`config.mk`:
```
export PLATFORM = sky130hd
export DESIGN_NAME = fetch_stage
export DESIGN_NICKNAME = d
export VERILOG_FILES = /design/src/rtl/fetch_stage.sv
export SDC_FILE = /design/constraint.sdc
export NUM_CORES = 1
export LEC_CHECK = 0
export ABC_AREA = 1
export CAP_MARGIN = 20
export CORE_MARGIN = 2
export CORE_UTILIZATION = 44
export DETAILED_ROUTE_END_ITERATION = 7
export PLACE_DENSITY = 0.68
export SYNTH_ARGS = -nofsm -noshare
export SYNTH_HDL_FRONTEND = slang
export SYNTH_SLANG_ARGS = --single-unit
```
`constraint.sdc`:
```
create_clock -name clk -period 9.4 [get_ports clk]
set_clock_uncertainty 0.05 [all_clocks]
set_input_delay 1.88 -clock clk [delete_from_list [all_inputs] [get_ports clk]]
set_output_delay 1.88 -clock clk [all_outputs]
set_load 0.1 [all_outputs]
```
`src/rtl/fetch_stage.sv`:
```
// rtl/fetch_stage.sv - RV32 instruction fetch stage with credit-limited imem requests and response buffer
module fetch_stage #(
  parameter logic [31:0] RESET_PC   = 32'h0000_0000,
  parameter int          FIFO_DEPTH = 2,
  parameter logic [31:0] NOP        = 32'h0000_0013
) (
  input  logic        clk,
  input  logic        reset,
  input  logic        EN,
  input  logic        redirect_valid,
  input  logic [31:0] redirect_pc,
  output logic        imem_req_valid,
  input  logic        imem_req_ready,
  output logic [31:0] imem_req_addr,
  input  logic        imem_resp_valid,
  input  logic [31:0] imem_resp_data,
  output logic [31:0] Instr,
  output logic [31:0] PC,
  output logic [31:0] PC_plus_4,
  output logic        valid_out
);

  localparam int AW = $clog2(FIFO_DEPTH);
  localparam int CW = AW + 1;
  localparam logic [CW:0] DEPTH_C = (CW + 1)'(FIFO_DEPTH);

  logic [31:0]   fpc_q, fpc_d;
  logic [CW-1:0] inflight_q, inflight_d;
  logic [CW-1:0] drop_cnt_q, drop_cnt_d;
  logic [CW-1:0] count_q, count_d;
  logic [AW-1:0] rd_ptr_q, rd_ptr_d;
  logic [AW-1:0] wr_ptr_q, wr_ptr_d;
  logic [31:0]   buf_word_q [FIFO_DEPTH];
  logic [31:0]   buf_word_d [FIFO_DEPTH];
  logic [31:0]   buf_pc_q   [FIFO_DEPTH];
  logic [31:0]   buf_pc_d   [FIFO_DEPTH];
  logic [31:0]   instr_q, instr_d;
  logic [31:0]   pc_q, pc_d;
  logic [31:0]   pc_plus_4_q, pc_plus_4_d;
  logic          valid_q, valid_d;

  logic [CW:0]   used;
  logic [CW-1:0] live_cnt;
  logic [31:0]   resp_pc;
  logic          req_fire;
  logic          resp_keep;
  logic          pop;

  // Credits cover both outstanding requests and buffered words, so a push can never overflow.
  assign used           = {1'b0, inflight_q} + {1'b0, count_q};
  assign imem_req_valid = !reset && !redirect_valid && (used < DEPTH_C);
  assign imem_req_addr  = fpc_q;
  assign req_fire       = imem_req_valid && imem_req_ready;

  // Live requests were issued back-to-back since the last redirect, so the oldest sits 4*live below fpc.
  assign live_cnt  = inflight_q - drop_cnt_q;
  assign resp_pc   = fpc_q - {{(30 - CW){1'b0}}, live_cnt, 2'b00};
  assign resp_keep = imem_resp_valid && !redirect_valid && (drop_cnt_q == '0);
  assign pop       = !redirect_valid && EN && (count_q != '0);

  always_comb begin
    fpc_d       = fpc_q;
    inflight_d  = inflight_q + CW'(req_fire) - CW'(imem_resp_valid);
    drop_cnt_d  = drop_cnt_q;
    count_d     = count_q;
    rd_ptr_d    = rd_ptr_q;
    wr_ptr_d    = wr_ptr_q;
    buf_word_d  = buf_word_q;
    buf_pc_d    = buf_pc_q;
    instr_d     = instr_q;
    pc_d        = pc_q;
    pc_plus_4_d = pc_plus_4_q;
    valid_d     = valid_q;

    if (redirect_valid) begin
      fpc_d      = redirect_pc;
      drop_cnt_d = inflight_q - CW'(imem_resp_valid);
      count_d    = '0;
      rd_ptr_d   = '0;
      wr_ptr_d   = '0;
      instr_d    = NOP;
      valid_d    = 1'b0;
    end else begin
      if (req_fire) begin
        fpc_d = fpc_q + 32'd4;
      end
      if (imem_resp_valid && (drop_cnt_q != '0)) begin
        drop_cnt_d = drop_cnt_q - CW'(1);
      end
      if (resp_keep) begin
        buf_word_d[wr_ptr_q] = imem_resp_data;
        buf_pc_d[wr_ptr_q]   = resp_pc;
        wr_ptr_d             = wr_ptr_q + AW'(1);
      end
      if (pop) begin
        instr_d     = buf_word_q[rd_ptr_q];
        pc_d        = buf_pc_q[rd_ptr_q];
        pc_plus_4_d = buf_pc_q[rd_ptr_q] + 32'd4;
        valid_d     = 1'b1;
        rd_ptr_d    = rd_ptr_q + AW'(1);
      end else if (EN) begin
        instr_d = NOP;
        valid_d = 1'b0;
      end
      count_d = count_q + CW'(resp_keep) - CW'(pop);
    end
  end

  always_ff @(posedge clk) begin
    if (reset) begin
      fpc_q       <= RESET_PC;
      inflight_q  <= '0;
      drop_cnt_q  <= '0;
      count_q     <= '0;
      rd_ptr_q    <= '0;
      wr_ptr_q    <= '0;
      instr_q     <= NOP;
      pc_q        <= 32'd0;
      pc_plus_4_q <= 32'd0;
      valid_q     <= 1'b0;
    end else begin
      fpc_q       <= fpc_d;
      inflight_q  <= inflight_d;
      drop_cnt_q  <= drop_cnt_d;
      count_q     <= count_d;
      rd_ptr_q    <= rd_ptr_d;
      wr_ptr_q    <= wr_ptr_d;
      instr_q     <= instr_d;
      pc_q        <= pc_d;
      pc_plus_4_q <= pc_plus_4_d;
      valid_q     <= valid_d;
    end
  end

  // Buffer storage carries no reset; occupancy is governed entirely by count/pointers.
  always_ff @(posedge clk) begin
    buf_word_q <= buf_word_d;
    buf_pc_q   <= buf_pc_d;
  end

  assign Instr     = instr_q;
  assign PC        = pc_q;
  assign PC_plus_4 = pc_plus_4_q;
  assign valid_out = valid_q;

endmodule

```
==> impl_results.md, run 1 <==
- Global-route wire length before repair: 49200 µm
- Dpl ws: 3.24 ns
- Sequential Power Share: 0.480
- Peak supply drop: between 0.1 and 0.15 mV
- Fin worst setup slack: 3.25 ns
- Most frequent CP cell: buf_4
- Total Routing Usage GR: 0.210
- Setup violators final: 0
- Clock-pin slew on the worst setup and hold paths: 0.06 ns
- Sequential-to-total area share from yosys stat: 0.535
- #FFs+latches synth: 263
- Worst Setup Path Type: input port to output pin
- CP required: 7.47 ns
- Slew Limit Headroom: 0.275
- CTS tree: done
- Crit. End Element: output pin
- Worst path cell trace: buf_2 > buf_4 > nor2_4 > inv_1 > buf_4 > nor3_1 > clkdlybuf4s50_1
- Hold buffer count at CTS: 0
- Die X: 171 µm
- P_leak: 6.07 nW
- Final nets: 1758
- Avg Vias per Cell: 4.96
- Initial antenna violation count: 0
- Multi-input logic area: about 4800 µm²
- Fill cell count: 2475
- Syn Inst Count: 1514
- Share of cells above drive strength 1: 0.0466
- Internal power: roughly 2 mW
- Vias in the first global route: 9525
- Biggest area consumer among synthesized cells: edfxtp_1
- Outcome: completed
- Ys Warns: 0
- CP max FO: 62
- GRT Residual Overflow: 0
- Most common cell after layout, fill and taps aside: nand2_1
- Number of gates resized after CTS: 0
- H-tree levels: 1
- Yosys top cell area share: 0.314
- Asr flop ratio synth: 0
- Register area: around 6500 µm²
- Worst-case clock buffer depth: 3
- HP Class: flip-flop to flip-flop
- Sw Ratio: 0.270
- Drt wl/cell: 14.9 µm
- Site row count: 61
- Setup Total Neg Slack: 0 ns
- Final Max Tran Viols: 0
- Area grow syn2layout: 24.6%
- Routability cong.: 0.873
- FMAX: roughly 160 MHz
- Worst-Margin Slew: 1.09 ns
- Die Ht: 171 µm
- Slowest stage delay, CP: 1.15 ns
- Vias: 10300
- Std-Cell Core Area: between 20000 and 30000 µm²
- Final Cycle Share: 0.655
- Hold_ws: 0.414 ns
- Number of buffers created by CTS: 26
- Pin count of the biggest net entering global routing: 102
- Util after Layout: 0.553
- Startpoint types: input port
- Netlist Area Pre-Place: 12200 µm²
- Hold Vio Cnt, Final: 0
- Comb pwr share: 0.142
- Max-cap check violation count: 0
- DRC: 0
- Pwr Density: about 180 nW/µm²
- WL final: 30900 µm
- Clock Tree Root: clkbuf_16
- ANT cells: 0
- Slowest-stage cell, CP: clkdlybuf4s50_1
- Detail Route Antenna Nets: 0
- Iteration count of the initial detailed-routing pass: 6
- Synth area leaders: edfxtp_1 (31%), dfxtp_1 (22%), nand2_1 (15%)
- CTS Sinks: 263
- CP arrival: 4.22 ns
- Post-CTS Setup Repair Bufs: 0
- DRT iter0 DRCs: between 800 and 900
- Post-synth EDFFs: 128
- Post-Syn Nets: roughly 1600
- Avg Cell Area, Syn: 8.07 µm²
- Worst-Skew Late Latency: approximately 0.53 ns
- Count of different cell masters after synthesis: 45
- DIE AREA: 29100 µm²
- Main synth FF type: dfxtp_1
- Initial Util: 0.444
- Min Tclk post-route: 6.15 ns
- Most frequent cells in the layout: nand2_1 (484), clkdlybuf4s50_1 (197), nor2_1 (169)
- Clock power share: 0.378
- HPWL after DPL: roughly 21000 µm
- Psw: 0.725 mW
- IO Port Bufs: 199
- Ports: 200
- RSZ-0062 raised after global routing: false
[layout make-up]
type | count | area share
flip-flops and latches | 263 | 0.430
multi-input cells | 1032 | 0.315
repair buffers | 208 | 0.135
clock buffers | 39 | 0.0480
inverters | 144 | 0.0355
well taps | 378 | 0.0311
clock inverters | 9 | 0.00616
[power by group through the flow]
stage	Sequential (mW)	Clock (mW)	Combinational (mW)
final	1.29	1.01	0.382
after global routing	1.29	1.07	0.416
after CTS	1.29	1.03	0.382
after detailed placement	1.31	0	0.380
after global placement	1.31	0	0.373
after floorplan	1.39	0	0.185
[synth_stat cells (3+ instances only)]
library cell,number
nand2_1,484
nor2_1,172
inv_1,142
dfxtp_1,135
edfxtp_1,128
nand3_1,72
a21oi_1,71
o21ai_0,60
clkbuf_1,38
xor2_1,31
nor3_1,30
buf_2,22
nand4_1,15
a31oi_1,13
nor2_2,13
ha_1,11
o21ai_1,9
buf_1,5
buf_4,5
buf_6,5
a22o_1,4
nand2_2,4
nor2_4,4
xnor2_1,4
a21boi_1,3
o211ai_1,3
o21bai_1,3
[registers in the layout (all words and copies together) (netlist names), 2 cells and up]
register       count
drop_cnt_q         2
PC_plus_4         30
buf_pc_q          64
inflight_q         2
imem_req_addr     32
buf_word_q        64
PC                32
Instr             32
count_q            2
[worst max-delay path, delay by kind of cell]
kind / cells / cell delay [ns]
buffers and inverters: 5 / 1.88
and+or+nand+nor: 2 / 0.43
[per-layer routing]
metal / vias to the layer above / track usage / share of wire
li1: 5204 / - / -
met1: 4720 / 0.301 / 0.47
met2: 321 / 0.338 / 0.45
met3: 45 / 0.0250 / 0.061
met4: 0 / 0.0587 / 0.020
met5: - / 0 / 0
[worst paths after layout]
path / start / to / slack [ns] / depth (start not counted)
setup / recovery: reset / imem_req_valid / 3.25 / 7
hold / removal: Instr[9]$_SDFFE_PP0P_ / Instr[9]$_SDFFE_PP0P_ / 0.41 / 2
setup reg to reg: rd_ptr_q$_SDFFE_PP0P_ / PC_plus_4[20]$_SDFFE_PP0P_ / 6.50 / 12
hold reg to reg: Instr[9]$_SDFFE_PP0P_ / Instr[9]$_SDFFE_PP0P_ / 0.41 / 2
[stage by stage]
step | area (µm²) | total power, mW | cells
after floorplan | 12200 | 1.58 | 1514
after global placement | 14400 | 1.68 | 2025
after detailed placement | 14400 | 1.69 | 2025
after CTS | 15200 | 2.70 | 2073
after global routing | 15200 | 2.78 | 2073
final | 15200 | 2.68 | 2073
[cells by family (layout without fill, tap and decap cells)]
| kind of cell | after synthesis | count (layout) | synth area share |
|---|---|---|---|
| XOR/XNOR | 35 | 35 | 0.0251 |
| AND/OR/NAND/NOR | 807 | 807 | 0.271 |
| AO/OA/AOI/OAI | 177 | 177 | 0.0795 |
| buffers and inverters | 219 | 400 | 0.0741 |
| adder cells (fa/ha/maj) | 13 | 13 | 0.0145 |
| flip-flops | 263 | 263 | 0.535 |
(Power assumes the default switching activity.)
==> inputs of run 2 (changes only) <==
PLACE_DENSITY = 0.7   (was 0.68)
clock period = 5.3 ns   (was 9.4 ns; I/O delays follow)
==> impl_results.md, run 2 (same netlist as run 1, synthesis figures left out) <==
- Worst-Margin Slew: between 1 and 1.5 ns
- DRC: 0
- # placed instances: 2028
- Outcome: completed
- CP required: 4.19 ns
- Pin count of the biggest net entering global routing: 101
- CTS Sinks: 263
- Hold Crit Depth: 2
- GRT Residual Overflow: 0
- CP max FO: 39
- R2r startpoint: inflight_q[0]$_SDFF_PP0_
- Dpl ws: roughly 1.6 ns
- Final nets: roughly 1800
- Worst Setup Path Type: input port to output pin
- Comb pwr share: 0.140
- WL final: 31400 µm
- Routability cong.: 0.877
- Ports: 200
- Iteration count of the initial detailed-routing pass: 5
- Sw Ratio: 0.269
- Setup violators final: 0
- Sequential Power Share: 0.464
- Number of gates resized after CTS: 0
- HPWL after DPL: roughly 22000 µm
- Initial antenna violation count: 1
- Area grow syn2layout: 25.8%
- Largest registers: buf_pc_q x64, buf_word_q x64
- Clock-pin slew on the worst setup and hold paths: 0.06 ns
- DRT iter0 DRCs: 873
- Final Max Tran Viols: 0
- HP Start: PC[3]$_SDFFE_PP0P_
- RSZ-0062 raised after global routing: false
- Std-Cell Core Area: 27600 µm²
- Reg-to-reg critical path endpoint: buf_pc_q[28]$_DFFE_PP_
- FMAX: 273 MHz
- Avg Vias per Cell: 4.98
- Setup Total Neg Slack: 0 ns
- Site row count: 61
- Internal power: 3.60 mW
- Worst-case clock buffer depth: 3
- Global-route wire length before repair: 50200 µm
- Detail Route Antenna Nets: 0
- Flop2flop setup slack: 2.46 ns
- Fin worst setup slack: around 1.6 ns
- Most frequent cells in the layout: nand2_1 (484), clkdlybuf4s50_1 (197), nor2_1 (169)
- Top Family by Delay on Critical Path: buffers and inverters
- Final instance count without filler cells: 2079
- Initial Util: 0.444
- Worst-Skew Late Latency: 0.54 ns
- Hold_ws: a little over 0.4 ns
- Fill cell count: 2461
- Worst path cell trace: clkdlybuf4s50_1 > buf_4 > nor2_4 > inv_1 > nor3_1 > buf_12
- Min Tclk post-route: 3.66 ns
- Post-CTS Setup Repair Bufs: 0
- DIE AREA: 29100 µm²
- Slew Limit Headroom: 0.294
- H-tree levels: 1
- Worst reg2reg path depth: 15
- Drt wl/cell: around 15 µm
- CTS tree: done
- Share of cells above drive strength 1: 0.0518
- Hold buffer count at CTS: 0
- Slowest stage delay, CP: roughly 0.40 ns
- Slowest-stage cell, CP: clkdlybuf4s50_1
- Crit. End Element: output pin
- Psw: 1.33 mW
- Final Cycle Share: 0.690
- P_leak: 6.15 nW
- Vias: 10400
- Most common cell after layout, fill and taps aside: nand2_1
- Clock Tree Root: clkbuf_16
- Peak supply drop: 0.236 mV
- HP Class: flip-flop to flip-flop
- Startpoint types: input port
- IO Port Bufs: roughly 200
- Clock power share: 0.396
- Hold Path End: PC[3]$_SDFFE_PP0P_
- CP arrival: 2.55 ns
- Die Ht: 171 µm
- Pwr Density: ~320 nW/µm²
- Crit path buf inv count: 4
- Vias in the first global route: 9638
- Die X: 171 µm
- Number of buffers created by CTS: 27
- Total Routing Usage GR: 0.215
- Hold Vio Cnt, Final: 0
- Max-cap check violation count: 0
- Util after Layout: 0.558
==> run 2: cell count changes in the layout (fill, tap and decap cells not counted), sizes merged <==
cell	previous run	this run
buf	11	14
bufinv	2	3
clkbuf	39	38
clkinv	6	8
clkinvlp	1	0
diode	0	1
inv	144	145
==> run 2: worst max path at each step <==
stage / to / from / cells past startpoint / slack [ns]
6_report: imem_req_valid / redirect_valid / 6 / 1.64
3_3_place_gp: imem_req_valid / redirect_valid / 6 / 1.65
5_1_grt: imem_req_valid / redirect_valid / 6 / 1.53
3_5_place_dp: imem_req_valid / redirect_valid / 6 / 1.62
2_1_floorplan: buf_pc_q[0]$_DFFE_PP_ / redirect_valid / 5 / 0.28
4_1_cts: imem_req_valid / redirect_valid / 6 / 1.64
==> run 2: power by group through the flow <==
stage,clock network (mW),registers [mW],logic [mW]
global route,2.07,2.29,0.753
global placement,0,2.33,0.670
detailed placement,0,2.33,0.685
finish,1.95,2.28,0.687
CTS,1.98,2.28,0.688
floorplan,0,2.47,0.329
==> run 2: metal layers <==
metal / wire length [µm] / GRT usage
met4: 520 / 0.0528
met1: 14800 / 0.312
met3: 1920 / 0.0271
met5: 0 / 0
met2: 14200 / 0.341
==> run 2: final cells by class <==
type / instances / area [µm²] / share of cell area
diodes: 1 / 2.50 / 0.000163
clock buffers: 38 / 778 / 0.0506
clock inverters: 12 / 134 / 0.00870
inverters: 144 / 541 / 0.0351
multi-input cells: 1032 / 4800 / 0.312
flip-flops and latches: 263 / 6550 / 0.426
well taps: 378 / 473 / 0.0307
repair buffers: 211 / 2110 / 0.137
==> run 2: stage by stage <==
stage / cell area [µm²] / power, mW
finish: 15400 / 4.92
global route: 15400 / 5.11
CTS: 15400 / 4.95
detailed placement: 14500 / 3.01
global placement: 14500 / 3.00
floorplan: 12200 / 2.80
==> run 2: worst min-delay path, delay by kind of cell, from the launching register on <==
| family | cells | cell delay [ns] |
|---|---|---|
| flip-flops | 1 | 0.31 |
| AND/OR/NAND/NOR | 1 | 0.06 |
| AO/OA/AOI/OAI | 1 | 0.05 |
==> inputs of run 3 (changes only) <==
clock period = 3.2 ns   (was 5.3 ns; I/O delays follow)
==> impl_results.md, run 3 (same netlist as run 1, synthesis figures left out) <==
- Number of buffers created by CTS: 28
- Multi-input logic area: roughly 4800 µm²
- Vias: about 10000
- Worst-Skew Late Latency: 0.54 ns
- Routability cong.: 0.889
- DIE AREA: 29100 µm²
- Worst Setup Path Type: flip-flop to flip-flop
- CTS Sinks: 263
- ANT cells: 0
- Max-cap check violation count: 0
- Fill cell count: ~2500
- HP Start: PC[6]$_SDFFE_PP0P_
- Fin worst setup slack: between 0.3 and 0.4 ns
- CP Launch Point: inflight_q[0]$_SDFF_PP0_
- CP required: 3.44 ns
- Worst-case clock buffer depth: 3
- Hold Crit Depth: 2
- DRT iter0 DRCs: 852
- Internal power: 5.93 mW
- FMAX: 355 MHz
- Most frequent cells in the layout: nand2_1 (484), nor2_1 (169), buf_4 (149)
- HPWL after DPL: roughly 22000 µm
- Pwr Density: roughly 540 nW/µm²
- Slowest-stage cell, CP: dfxtp_1
- CP arrival: 3.06 ns
- Hold_ws: 0.411 ns
- GRT Residual Overflow: 0
- Detail Route Antenna Nets: 0
- Vias in the first global route: 9576
- Die Ht: roughly 170 µm
- Final Cycle Share: 0.880
- Register area: 6550 µm²
- Crit. End Element: flip-flop
- WL final: slightly above 30000 µm
- Initial antenna violation count: 0
- Crit path buf inv count: 2
- Share of cells above drive strength 1: 0.135
- P_leak: 6.47 nW
- Std-Cell Core Area: 27600 µm²
- Outcome: completed
- Ports: 200
- Die X: 171 µm
- Sw Ratio: 0.270
- Hold buffer count at CTS: 0
- Most common cell after layout, fill and taps aside: nand2_1
- Number of gates resized after CTS: 0
- Pin count of the biggest net entering global routing: 82
- Comb pwr share: 0.139
- Drt wl/cell: 14.8 µm
- Worst reg2reg path depth: 15
- RSZ-0062 raised after global routing: false
- Worst-Margin Slew: 0.486 ns
- Worst path cell trace: inv_1 > ha_1 > xor2_1 > xor2_1 > inv_1 > fa_1 > nand2_1 > nor3_2 > nand3_1 > nor2_2 > nand2_1 > nor2_1 > nand2_1 > nand2_1 > nand2_1
- Largest registers: buf_pc_q x64, buf_word_q x64
- Flop2flop setup slack: 0.38 ns
- H-tree levels: 1
- CTS tree: done
- Post-CTS Setup Repair Bufs: 0
- Most frequent CP cell: nand2_1
- Peak supply drop: 0.409 mV
- R2r startpoint: inflight_q[0]$_SDFF_PP0_
- Global-route wire length before repair: approximately 49000 µm
- Clock power share: 0.395
- Setup violators final: 0
- DRC: 0
- Site row count: 61
- Sequential Power Share: 0.466
- Iteration count of the initial detailed-routing pass: 6
- Area grow syn2layout: 24.2%
- Dpl ws: 0.392 ns
- Critical Path Stages: 15
- Total Routing Usage GR: 0.210
- Clock-pin slew on the worst setup and hold paths: 0.06 ns
- Avg Vias per Cell: 4.96
- Startpoint types: flip-flop
- Min Tclk post-route: 2.82 ns
- Slowest stage delay, CP: 0.38 ns
- Initial Util: 0.444
- Slew Limit Headroom: 0.674
- CP max FO: 4
- HP Class: flip-flop to flip-flop
- Final nets: roughly 1800
- Top Family by Delay on Critical Path: simple AND/OR/NAND/NOR gates
- Psw: 2.19 mW
- Final Max Tran Viols: 0
- Clock Tree Root: clkbuf_16
- IO Port Bufs: 199
- Hold Vio Cnt, Final: 0
==> run 3: cell types whose count changed in the layout (fill, tap and decap cells not counted), moves of 2 or more <==
cell	before	now
clkbuf_16	28	30
buf_4	10	149
bufinv_16	3	1
clkinv_1	4	2
clkbuf_1	6	8
clkdlybuf4s50_1	197	68
==> run 3: metal layers <==
layer,vias to the layer above,part of all wire,track usage
li1,5239,-,-
met1,4717,0.47,0.305
met2,369,0.45,0.335
met3,42,0.073,0.0298
met4,0,0.015,0.0442
met5,-,0,0
==> run 3: power by group through the flow <==
stage / clock network (mW) / logic [mW] / registers, mW
3_5_place_dp: 0 / 1.12 / 3.85
2_1_floorplan: 0 / 0.547 / 4.08
4_1_cts: 3.26 / 1.13 / 3.78
5_1_grt: 3.40 / 1.24 / 3.80
3_3_place_gp: 0 / 1.10 / 3.85
6_report: 3.21 / 1.13 / 3.78
==> run 3: worst paths after layout <==
check	end
hold / removal	PC[6]$_SDFFE_PP0P_
setup reg to reg	buf_pc_q[28]$_DFFE_PP_
hold reg to reg	PC[6]$_SDFFE_PP0P_
setup / recovery	buf_pc_q[28]$_DFFE_PP_
==> run 3: area by class of cell <==
| cell class | instances | share of cell area |
|---|---|---|
| Sequential cell | 263 | 0.431 |
| Multi-Input combinational cell | 1032 | 0.316 |
| Timing Repair Buffer | 222 | 0.124 |
| Clock buffer | 43 | 0.0560 |
| Inverter | 144 | 0.0356 |
| Tap cell | 378 | 0.0312 |
| Clock inverter | 9 | 0.00544 |
==> run 3: stage by stage <==
stage | instances | TNS, ns | util | total power, mW | area [µm²]
floorplan | 1514 | -45.58 | - | 4.63 | 12200
global placement | 2039 | 0 | 0.517 | 4.95 | 14200
detailed placement | 2039 | 0 | 0.517 | 4.98 | 14200
CTS | 2091 | 0 | 0.551 | 8.17 | 15200
global route | 2091 | 0 | 0.551 | 8.43 | 15200
finish | 2091 | 0 | 0.551 | 8.12 | 15200
==> run 3: worst min-delay path: cells and delay by family, from the launching register on <==
family             cells  cell delay [ns]
and+or+nand+nor        1             0.06
DFF                    1             0.31
AOI/OAI and AO/OA      1             0.05
